--- src/rtl/eth_rmii_phy_gen.sv ---
// rtl/eth_rmii_phy_gen.sv - RMII PHY-side frame generator (preamble, payload, FCS, IPG)
//
// Ports:
//   clk_mac   - 50 MHz RMII reference clock
//   rst_n     - asynchronous active-low reset
//   tx_vld/tx_dat/tx_sof/tx_eof/tx_err - byte source; held stable until tx_ack
//   tx_ack    - one-cycle pulse, presented byte consumed at the end of this cycle
//   eth_crsdv/eth_rxd/eth_rxerr - PHY-side RMII receive pins
//   busy      - high outside IDLE
//   frm_done  - pulse on normal frame completion
//   frm_abort - pulse on underrun / overlength abort
module eth_rmii_phy_gen #(
    parameter bit FCS_EN     = 1'b1,
    parameter int IPG_CYCLES = 48,
    parameter int MAX_LEN    = 1514
) (
    input  logic       clk_mac,
    input  logic       rst_n,
    input  logic       tx_vld,
    input  logic [7:0] tx_dat,
    input  logic       tx_sof,
    input  logic       tx_eof,
    input  logic       tx_err,
    output logic       tx_ack,
    output logic       eth_crsdv,
    output logic [1:0] eth_rxd,
    output logic       eth_rxerr,
    output logic       busy,
    output logic       frm_done,
    output logic       frm_abort
);

    typedef enum logic [2:0] {S_IDLE, S_PRE, S_DATA, S_FCS, S_ABORT, S_IPG} state_t;

    localparam logic [15:0] IPG_LAST = 16'(IPG_CYCLES - 1);
    localparam logic [10:0] MAX_B    = 11'(MAX_LEN);

    state_t      state_q, state_n;
    logic [15:0] cnt_q, cnt_n;
    logic [10:0] byte_cnt_q, byte_cnt_n;
    logic [31:0] sr_q, sr_n;
    logic [31:0] crc_q, crc_n;
    logic        err_q, err_n;
    logic        eof_q, eof_n;
    logic        ack_n, crsdv_n, rxerr_n, busy_n, done_n, abort_n;
    logic [1:0]  rxd_n;

    function automatic logic [31:0] crc_byte(input logic [31:0] c, input logic [7:0] d);
        logic [31:0] r;
        r = c ^ {24'h0, d};
        for (int i = 0; i < 8; i++) begin
            r = r[0] ? ((r >> 1) ^ 32'hEDB8_8320) : (r >> 1);
        end
        return r;
    endfunction

    // state_q/cnt_q describe what is on the pins in the current cycle; the
    // output flops are loaded from the next-state values so they stay aligned.
    always_comb begin
        state_n    = state_q;
        cnt_n      = cnt_q + 16'd1;
        byte_cnt_n = byte_cnt_q;
        sr_n       = {2'b00, sr_q[31:2]};
        crc_n      = crc_q;
        err_n      = err_q;
        eof_n      = eof_q;
        ack_n      = 1'b0;
        done_n     = 1'b0;
        abort_n    = 1'b0;

        case (state_q)
            S_IDLE: begin
                cnt_n = 16'd0;
                // tx_ack high means the presented byte is consumed at this edge
                if (tx_vld && !tx_ack) begin
                    if (tx_sof) begin
                        state_n    = S_PRE;
                        crc_n      = 32'hFFFF_FFFF;
                        byte_cnt_n = 11'd0;
                    end else begin
                        ack_n = 1'b1;
                    end
                end
            end
            S_PRE, S_DATA: begin
                if ((state_q == S_PRE && cnt_q == 16'd31) ||
                    (state_q == S_DATA && cnt_q == 16'd3)) begin
                    if (state_q == S_DATA && eof_q) begin
                        cnt_n = 16'd0;
                        if (FCS_EN) begin
                            state_n = S_FCS;
                            sr_n    = ~crc_q;
                        end else begin
                            state_n = S_IPG;
                            done_n  = 1'b1;
                        end
                    end else if (tx_ack) begin
                        state_n    = S_DATA;
                        cnt_n      = 16'd0;
                        sr_n       = {24'h0, tx_dat};
                        err_n      = tx_err;
                        eof_n      = tx_eof;
                        crc_n      = crc_byte(crc_q, tx_dat);
                        byte_cnt_n = byte_cnt_q + 11'd1;
                    end else begin
                        // no ack at the slot: underrun or overlength
                        state_n = S_ABORT;
                        cnt_n   = 16'd0;
                    end
                end
            end
            S_FCS: begin
                if (cnt_q == 16'd15) begin
                    state_n = S_IPG;
                    cnt_n   = 16'd0;
                    done_n  = 1'b1;
                end
            end
            S_ABORT: begin
                if (cnt_q == 16'd3) begin
                    state_n = S_IPG;
                    cnt_n   = 16'd0;
                    abort_n = 1'b1;
                end
            end
            S_IPG: begin
                if (cnt_q == IPG_LAST) begin
                    state_n = S_IDLE;
                    cnt_n   = 16'd0;
                end
            end
            default: state_n = S_IDLE;
        endcase

        // Ack is raised for the cycle that drives the last dibit before a new byte
        // is needed; the byte itself is latched at the end of that cycle.
        if (tx_vld && ((state_n == S_PRE && cnt_n == 16'd31) ||
                       (state_n == S_DATA && cnt_n == 16'd3 && !eof_n && byte_cnt_n != MAX_B))) begin
            ack_n = 1'b1;
        end

        crsdv_n = (state_n == S_PRE) || (state_n == S_DATA) ||
                  (state_n == S_FCS) || (state_n == S_ABORT);
        case (state_n)
            S_PRE:         rxd_n = (cnt_n == 16'd31) ? 2'b11 : 2'b01;
            S_DATA, S_FCS: rxd_n = sr_n[1:0];
            default:       rxd_n = 2'b00;
        endcase
        rxerr_n = (state_n == S_ABORT) || (state_n == S_DATA && err_n);
        busy_n  = (state_n != S_IDLE);
    end

    always_ff @(posedge clk_mac or negedge rst_n) begin
        if (!rst_n) begin
            state_q    <= S_IDLE;
            cnt_q      <= 16'd0;
            byte_cnt_q <= 11'd0;
            sr_q       <= 32'd0;
            crc_q      <= 32'd0;
            err_q      <= 1'b0;
            eof_q      <= 1'b0;
            tx_ack     <= 1'b0;
            eth_crsdv  <= 1'b0;
            eth_rxd    <= 2'b00;
            eth_rxerr  <= 1'b0;
            busy       <= 1'b0;
            frm_done   <= 1'b0;
            frm_abort  <= 1'b0;
        end else begin
            state_q    <= state_n;
            cnt_q      <= cnt_n;
            byte_cnt_q <= byte_cnt_n;
            sr_q       <= sr_n;
            crc_q      <= crc_n;
            err_q      <= err_n;
            eof_q      <= eof_n;
            tx_ack     <= ack_n;
            eth_crsdv  <= crsdv_n;
            eth_rxd    <= rxd_n;
            eth_rxerr  <= rxerr_n;
            busy       <= busy_n;
            frm_done   <= done_n;
            frm_abort  <= abort_n;
        end
    end

endmodule

--- config.mk ---
export PLATFORM = sky130hd
export DESIGN_NAME = eth_rmii_phy_gen
export DESIGN_NICKNAME = d
export VERILOG_FILES = /design/src/rtl/eth_rmii_phy_gen.sv
export SDC_FILE = /design/constraint.sdc
export NUM_CORES = 1
export LEC_CHECK = 0
export ABC_AREA = 1
export CORE_ASPECT_RATIO = 0.5
export CORE_UTILIZATION = 30
export CTS_CLUSTER_DIAMETER = 80
export DETAILED_ROUTE_END_ITERATION = 16
export GPL_TIMING_DRIVEN = 0
export PLACE_DENSITY = 0.44
export SYNTH_ARGS = -nofsm -noshare
export SYNTH_HDL_FRONTEND = slang
export SYNTH_SLANG_ARGS = --single-unit
--- constraint.sdc ---
create_clock -name clk_mac -period 4.7 [get_ports clk_mac]
set_clock_uncertainty 0.05 [all_clocks]
set_input_delay 0.94 -clock clk_mac [delete_from_list [all_inputs] [get_ports clk_mac]]
set_output_delay 0.94 -clock clk_mac [all_outputs]
set_load 0.005 [all_outputs]
# After elaboration in Yosys (flattened, before gate mapping)
# Cells that the tools add are included.
dict set report totals {
  input_bits 14
  reg_bits 104
  word_cells 127
  output_inout_bits 8
}
dict set report op_classes {
  n_addsub 2
  n_mux 56
  reduce_logical 24
  n_eq_ne 21
  bitwise 10
}
# op count
set op_table {}
lappend op_table {{$mux W32} 16}
lappend op_table {{$not A13 Y14} 8}
lappend op_table {{$pmux W16 S5} 1}
lappend op_table {{$mux W16} 4}
lappend op_table {{$pmux W32 S2} 1}
lappend op_table {{$mux W11} 5}
lappend op_table {{$eq A16 B2 Y1 const B} 2}
lappend op_table {{$eq A16 B5 Y1 const B} 2}
lappend op_table {{$not A32 Y32} 1}
lappend op_table {{$xor A32 B8 Y32} 1}
lappend op_table {{$mux W30} 1}
lappend op_table {{$mux W3} 8}
lappend op_table {{$pmux W11 S2} 1}
lappend op_table {{$add A16 B1 Y16 const B} 1}
lappend op_table {{$eq A16 B4 Y1 const B} 1}
lappend op_table {{$eq A16 B6 Y1 const B} 1}
lappend op_table {{$mux W1} 16}
lappend op_table {{$pmux W3 S5} 1}
lappend op_table {{$eq A3 B2 Y1 const B} 4}
lappend op_table {{$add A11 B1 Y11 const B} 1}
lappend op_table {{$ne A11 B11 Y1 const B} 1}
lappend op_table {{$logic_and A1 B1 Y1} 10}
lappend op_table {{$ne A2 B2 Y1 const B} 5}
lappend op_table {{$eq A3 B3 Y1 const B} 3}
lappend op_table {{10 further kinds} 18}

# Depth between registers and ports, before layout
# Gate-level depths: netlist (run 1).
dict set report logic_depth {
  word_depth 21
  depth_mapped 18
}

# Worst setup path after synthesis (run 1)
# Ideal clock, no wire load.
dict set report synth_timing {
  path_kind {input to register}
  from {in tx_dat[6]}
  to {reg crc_q[19]}
  arrival_time_ns 2.311
  n_path_buf 0
  stages 9
  required_ns 4.531
  path_slack_ns 2.219
  cell_sequence {xnor2_1 > xnor2_2 > inv_2 > or2_0 > nand2_1 > xor2_1 > xor2_1 > o22ai_1 > inv_1}
}
dict set report synth_between {
  elab_chain_len 15
}
# element line
set synth_rtl {}
lappend synth_rtl {{start: declaration} 20} ;# input logic [7:0] tx_dat,
lappend synth_rtl {{$xor A32 B8 Y32 (*)} 50} ;# r = c ^ {24'h0, d};
lappend synth_rtl {{$not A13 Y14 (no source line)} n/a}
lappend synth_rtl {{$mux W32 (*) (7 in a row)} 52} ;# r = r[0] ? ((r >> 1) ^ 32'hEDB8_8320) : (r >> 1);
lappend synth_rtl {{$not A13 Y14 (no source line)} n/a}
lappend synth_rtl {{$mux W32 (*)} 52}
lappend synth_rtl {{$mux W32 (*)} 97} ;# end else if (tx_ack) begin
lappend synth_rtl {{$mux W32 (*)} 88} ;# if (state_q == S_DATA && eof_q) begin
lappend synth_rtl {{$mux W32 (*)} 86} ;# if ((state_q == S_PRE && cnt_q == 16'd31) ||
lappend synth_rtl {{$pmux W32 S2 (*)} 71} ;# case (state_q)
lappend synth_rtl {{end signal: assignment} 174} ;# crc_q <= crc_n;
lappend synth_rtl {{end: declaration} 42} ;# logic [31:0] crc_q, crc_n;
# Every way passes the cells marked *; elsewhere a longest branch is shown, timed or not. The select of a mux whose other input is x is not followed.
# A chain may end at the register's enable or synchronous reset.

# Final worst setup path (run 1)
dict set report layout_timing {
  from {in tx_dat[5]}
  to {reg crc_q[24]}
}
dict set report layout_between {
  elab_chain_len 14
}
# element line
set layout_rtl {}
lappend layout_rtl {{$xor A32 B8 Y32 (*)} 50}
lappend layout_rtl {{$mux W32 (*) (7 in a row)} 52}
lappend layout_rtl {{$not A13 Y14 (no source line)} n/a}
lappend layout_rtl {{$mux W32 (*)} 52}
lappend layout_rtl {{$mux W32 (*)} 97}
lappend layout_rtl {{$mux W32 (*)} 88}
lappend layout_rtl {{$mux W32 (*)} 86}
lappend layout_rtl {{$pmux W32 S2 (*)} 71}
# Marks and branches as above.

==> run_results.csv, run 1 <==
group,metric,value,unit
outcome,status,"finished, final reports clean",
setup_path,critPathSlowestCell,"xnor2_1",
die,core,0.0196,mm^2
pwr,switchingPower,1340,uW
route,ant_nets,0,
die,pin_count,22,
pwr,p_per_area,459,mW/mm^2
setup_path,worst-setup-path-type,"input port to flip-flop",
route,wire_per_inst,15.5,um
clock_tree,cts_hold_buf,0,
clock_tree,cts_tree,"built",
die,initial_core_util,30.8,%
placement,numPortBuffers,21,
layout,stdcell_count,1057,
pwr,combPwrFrac,41.7,%
min_path,hp-class,"flip-flop to flip-flop",
synth,syn_inst,753,
placement,gp_congestion,0.812,
clock_tree,clock-sinks,102,
timing,layout_setup_ws,1.74,ns
setup_path,crit_chain,"clkdlybuf4s50_1 > or2_2 > nand2_1 > xnor2_1 > xor2_1 > xor2_1 > xor2_1 > o22ai_1 > inv_1",
die,fp-row-count,36,
setup_path,end_kind,"flip-flop",
placement,place_inst,1041,
timing,period_needed,2.96,ns
clock_tree,ctsResizeCount,0,
pwr,pwr-share-seq,34.7,%
clock_tree,clkTransAtPathRegs,0.07,ns
layout,regArea,0.00255,mm^2
placement,dp_slack,1.38,ns
pwr,clock_power_share,23.6,%
placement,dp.final_hpwl,11700,um
pwr,sw_frac_of_total,42.5,%
setup_path,arrival,3.21,ns
global_routing,antenna_found_initial,0,
clock_tree,cts_max_path_buffers,2,
synth,netlist_area,0.00603,mm^2
pwr,p_int,1810,uW
synth,synth_edf_count,0,
timing,rsz0062_at_grt,"no",
timing,post-route-period-util,63.0,%
pwr,peakVddDrop,187,uV
timing,drv_slew,0,
synth,syn-mean-instance-area,8.01,um^2
route,num_vias,4961,
synth,synth-seq-cells,102,
layout,nFillCells,2035,
global_routing,grt-ovfl-total,0,
route,drt-initial-drc-count,261,
run,max-cap-violations,0,
global_routing,grt_pass1_vias,4722,
synth,ys_types,48,
global_routing,grt_usage,16.8,%
setup_path,path_max_fanout,6,
layout,syn_to_final_growth,14.0,%
synth,ys_seq_area_share,42.3,%
layout,postLayoutCellArea,0.00687,mm^2
route,drc,0,
route,routed_via_density,4.69,
setup_path,start_kind,"input port",
setup_path,slowest_delay,0.54,ns
die,die_w,202,um
route,dr.pass1.iters,4,
global_routing,grt_pass1_wl,26800,um
layout,nNetsFinal,802,
placement,placed_cell_area,0.00659,mm^2
setup_path,cp_num_buf_inv,2,
setup_path,path_delay_family,"XOR/XNOR gates",
timing,setup_viol,0,
synth,async_flop_share,100,%
clock_tree,clock-root-buffer,"clkbuf_16",
clock_tree,cts_htree_levels,3,
synth,ys.flop_type,"dfrtp_1",
layout,drive_gt1_share,9.36,%
die,dieHeight,102,um
clock_tree,postCtsSetupBuffers,0,
timing,worst_pin_slew,0.883,ns
setup_path,cp.required,4.95,ns
layout,fin_util,35.1,%
clock_tree,cts_buffers,9,
pwr,leakage,0.00333,uW
layout,antennaDiodeCount,0,
clock_tree,clock_latency,0.36,ns
synth,synth_warnings,0,
synth,synth_nets,769,
timing,hold_ws,0.398,ns
die,fp.dieArea,0.0207,mm^2
layout,multi_input_area,0.00294,mm^2
timing,hold_viol_final,0,
route,wl,16400,um
timing,max_freq,338,MHz
setup_path,crit_top_cell,"xor2_1",
global_routing,grt_max_degree,66,
timing,relSlewSlack,41.1,%
[sequential cells by signal (all words and copies together), names as in the netlist, 2 cells and up]
register and cells:
sr_q 30, crc_q 32, eth_rxd 2, cnt_q 16, byte_cnt_q 11, state_q 3
[metal layers]
metal	GRT usage, %	up-vias	wire length (um)	part of all wire [%]
li1	-	2484	-	-
met1	23.0	2406	8290	51
met2	27.5	58	7510	46
met3	3.57	13	394	2.4
met4	3.59	0	158	0.97
met5	0	-	0	0
[final timing paths]
kind | endpoint | start | cells after the start | slack [ns]
setup / recovery | crc_q[24] | tx_dat[5] | 9 | 1.74
min in group asynchronous | sr_q[25] | rst_n | 1 | 0.65
hold / removal | sr_q[29] | crc_q[29] | 1 | 0.40
max in group asynchronous | cnt_q[13] | rst_n | 2 | 3.23
setup reg to reg | tx_ack | cnt_q[0] | 18 | 1.95
hold reg to reg | sr_q[29] | crc_q[29] | 1 | 0.40
[area by class of cell]
class / instances / area share, %
multi-input combinational: 516 / 42.8
tap: 266 / 4.84
inverter: 111 / 6.10
sequential: 102 / 37.1
clock buffer: 9 / 3.28
buffer: 24 / 1.68
clock inverter: 7 / 0.819
timing repair buffer: 22 / 3.31
[cell usage after synthesis, types with 13 or more instances]
library cell  instances  area, um^2
o21ai_0              16        80.1
clkbuf_1             13        48.8
a21oi_1              22         110
nor2_1               82         308
nand3_1              46         230
nand2_1             146         548
xnor2_1              18         158
dfrtp_1             102        2550
xor2_1               61         534
a211oi_1             16         120
inv_1               100         375
nor3_1               15        75.1
[power groups by stage]
stage               combinational (uW)  sequential, uW  clock [uW]
floorplan                          968            1080           0
global placement                  1310            1110           0
detailed placement                1320            1110           0
CTS                               1330            1100         772
global route                      1470            1110         806
finish                            1320            1100         744
[cell families after synthesis]
logic type,Yosys count,synth area share [%]
AO/OA/AOI/OAI,99,10.8
XOR/XNOR,83,12.6
AND/OR/NAND/NOR,332,25.0
adder cells (fa/ha/maj),2,0.415
buffers and inverters,135,8.86
flip-flops,102,42.3
[cell usage in the layout, fill, tap and decap left out, types with 6 or more instances in the layout]
cell type        instances
nand4_1                 12
xnor2_1                 18
clkbuf_1                13
xor2_1                  61
nor3_1                  15
nand2_1                146
clkdlybuf4s50_1         20
a211oi_1                16
nor2_1                  82
clkbuf_16                9
dfrtp_1                102
o21ai_0                 16
nand2_2                  7
buf_2                    8
inv_1                  100
a21oi_1                 22
inv_2                   10
o22a_1                   8
o22ai_1                  7
nand3_1                 46
a221oi_1                 6
[metrics by stage]
step / setup TNS [ns] / total power [uW]
6_report: 0 / 3160
5_1_grt: 0 / 3390
4_1_cts: 0 / 3190
3_5_place_dp: 0 / 2430
3_3_place_gp: -163.94 / 2430
2_1_floorplan: 0 / 2050
No activity file was read; power rests on OpenSTA's default activity.
==> run 2: changes to the inputs <==
- clock period: 4.7 -> 2.9 ns (I/O delays scaled with it)
==> run 2 against run 1 <==
Compared with the run above: global-route usage stayed put; clock power is 63% higher; combinational power up 62%; sequential share of layout area decreased by 0.081 points; total power up 62%; die area unchanged; count of clock-buffer cells in the layout stayed put; critical path depth grew 9; via count increased by 0.10%; routed wire length up 0.13%; register-to-register slack worse by 1.7 ns; critical path type is now flip-flop to flip-flop; critical endpoint is now tx_ack; largest power group unchanged.
==> run_results.csv, run 2 (synthesized netlist as in run 1, its figures left out) <==
group,metric,value,unit
global_routing,grt_util_met1,23.0,%
run,max-cap-violations,0,
layout,largest_register_ff_count,32,
global_routing,grt.busiest_layer,"met2",
setup_path,cp.required,3.15,ns
route,num_vias,4966,
timing,setup_viol,0,
global_routing,antenna_found_initial,0,
timing,layout_setup_ws,0.223,ns
global_routing,grt-ovfl-total,0,
setup_path,end_kind,"flip-flop",
timing,max_freq,373,MHz
global_routing,grtUsageMet2,27.5,%
placement,dp_slack,-0.0558,ns
outcome,status,"finished, final reports clean",
timing,setup_tns,0,ns
clock_tree,clock-root-buffer,"clkbuf_16",
clock_tree,clock-sinks,102,
setup_path,path_delay_family,"simple AND/OR/NAND/NOR gates",
die,die_w,202,um
layout,nNetsFinal,802,
route,ant_nets,0,
setup_path,start_kind,"flip-flop",
pwr,leakage,0.00333,uW
layout,regArea,0.00255,mm^2
timing,drv_slew,0,
layout,layout_commonest_cell,"nand2_1",
setup_path,timing.rr.start,"cnt_q[0]",
pwr,p_per_area,744,mW/mm^2
setup_path,arrival,2.92,ns
timing,worst_pin_slew,0.886,ns
timing,post-route-period-util,92.3,%
timing,relSlewSlack,40.9,%
die,fp-row-count,36,
die,fp.dieArea,0.0207,mm^2
setup_path,critPathSlowestCell,"dfrtp_1",
placement,numPortBuffers,21,
pwr,peakVddDrop,303,uV
clock_tree,cts_tree,"built",
die,core,0.0196,mm^2
timing,hold_viol_final,0,
placement,gp_congestion,0.812,
pwr,clock_power_share,23.6,%
setup_path,cp_num_buf_inv,3,
layout,top_regs,"crc_q (32), sr_q (30), cnt_q (16)",
timing,rsz0062_at_grt,"no",
min_path,hp-class,"input port to asynchronous set/reset pin",
pwr,p_int,2940,uW
die,dieHeight,102,um
layout,drive_gt1_share,10.1,%
die,pin_count,22,
pwr,combPwrFrac,41.8,%
layout,final_cell_mix,"145 x nand2_1, 102 x dfrtp_1, 100 x inv_1",
pwr,pwr-share-seq,34.6,%
global_routing,grtUsageMet3,3.57,%
setup_path,slowest_delay,0.38,ns
pwr,power,5130,uW
pwr,switchingPower,2180,uW
global_routing,grt_max_degree,66,
timing,hold_ws,0.294,ns
layout,antennaDiodeCount,0,
clock_tree,cts_buffers,9,
route,routed_via_density,4.70,
clock_tree,cts_max_path_buffers,2,
die,initial_core_util,30.8,%
global_routing,grt_pass1_wl,26800,um
global_routing,grt_pass1_vias,4722,
timing,period_needed,2.68,ns
setup_path,startpoint,"cnt_q[0]",
clock_tree,clkTransAtPathRegs,0.08,ns
route,wl,16400,um
route,wire_per_inst,15.5,um
placement,dp.final_hpwl,11700,um
setup_path,crit_chain,"ha_2 > nand2_2 > nor2_4 > inv_2 > nor2_2 > nand3_2 > nand2_4 > inv_2 > nand2_4 > nand3_4 > buf_6 > nand2_1 > nand2_1 > nor2_1 > nand2_2 > nor2_2 > nand2_1 > a21oi_2",
route,drt-initial-drc-count,281,
route,drc,0,
layout,nFillCells,2036,
route,dr.pass1.iters,4,
layout,multi_input_area,0.00296,mm^2
setup_path,worst-setup-path-type,"flip-flop to flip-flop",
clock_tree,clock_latency,0.36,ns
clock_tree,postCtsSetupBuffers,0,
pwr,sw_frac_of_total,42.6,%
setup_path,crit_top_cell,"nand2_1",
clock_tree,cts_htree_levels,3,
global_routing,grt_usage,16.8,%
layout,largest_register,"crc_q",
layout,syn_to_final_growth,14.2,%
setup_path,path_max_fanout,10,
==> run 2: path summary, 6_finish.rpt <==
path | depth (start not counted) | end | slack [ns]
max in group asynchronous | 2 | cnt_q[13] | 1.79
hold reg to reg | 1 | sr_q[29] | 0.40
hold / removal | 1 | sr_q[17] | 0.29
min in group clk_mac | 1 | sr_q[29] | 0.40
setup / recovery | 18 | tx_ack | 0.22
setup reg to reg | 18 | tx_ack | 0.22
==> run 2: layer usage <==
| layer | part of all wire [%] | wire, um |
|---|---|---|
| met3 | 2.0 | 325 |
| met4 | 1.1 | 179 |
| met2 | 46 | 7500 |
| met5 | 0 | 0 |
| met1 | 51 | 8370 |
==> run 2: layout make-up <==
class / instances / area share, %
buffer: 24 / 1.69
clock buffer: 9 / 3.27
clock inverter: 7 / 0.818
inverter: 111 / 6.09
multi-input combinational: 516 / 42.9
sequential: 102 / 37.1
tap: 266 / 4.83
timing repair buffer: 22 / 3.31
==> run 2: through the flow <==
stage	std cells	cell area (um^2)	util (%)
6_report	1057	6890	35.1
5_1_grt	1057	6890	35.1
4_1_cts	1057	6870	35.1
3_5_place_dp	1041	6590	33.6
3_3_place_gp	1040	6570	33.5
2_1_floorplan	753	6030	-
==> run 2: worst register-to-register path: stages, from the launching register on <==
cell,delay (ns)
dfrtp_1,0.38
ha_2,0.23
nand2_2,0.10
nor2_4,0.15
inv_2,0.06
nor2_2,0.12
nand3_2,0.13
nand2_4,0.15
inv_2,0.11
nand2_4,0.09
nand3_4,0.13
buf_6,0.18
nand2_1,0.08
nand2_1,0.06
nor2_1,0.12
nand2_2,0.12
nor2_2,0.17
nand2_1,0.08
a21oi_2,0.11
==> run 2: timing repair <==
action,CTS,global route
gates resized for setup,0,7
endpoints found under the hold margin,0,0
endpoints found under the setup margin,0,5
hold buffers,0,0
==> run 2: power by group through the flow <==
stage          sequential (uW)  combinational, uW  clock [uW]
2_1_floorplan             1760               1570           0
6_report                  1780               2140        1210
5_1_grt                   1800               2390        1310
4_1_cts                   1770               2150        1250
3_5_place_dp              1800               2130           0
3_3_place_gp              1800               2130           0
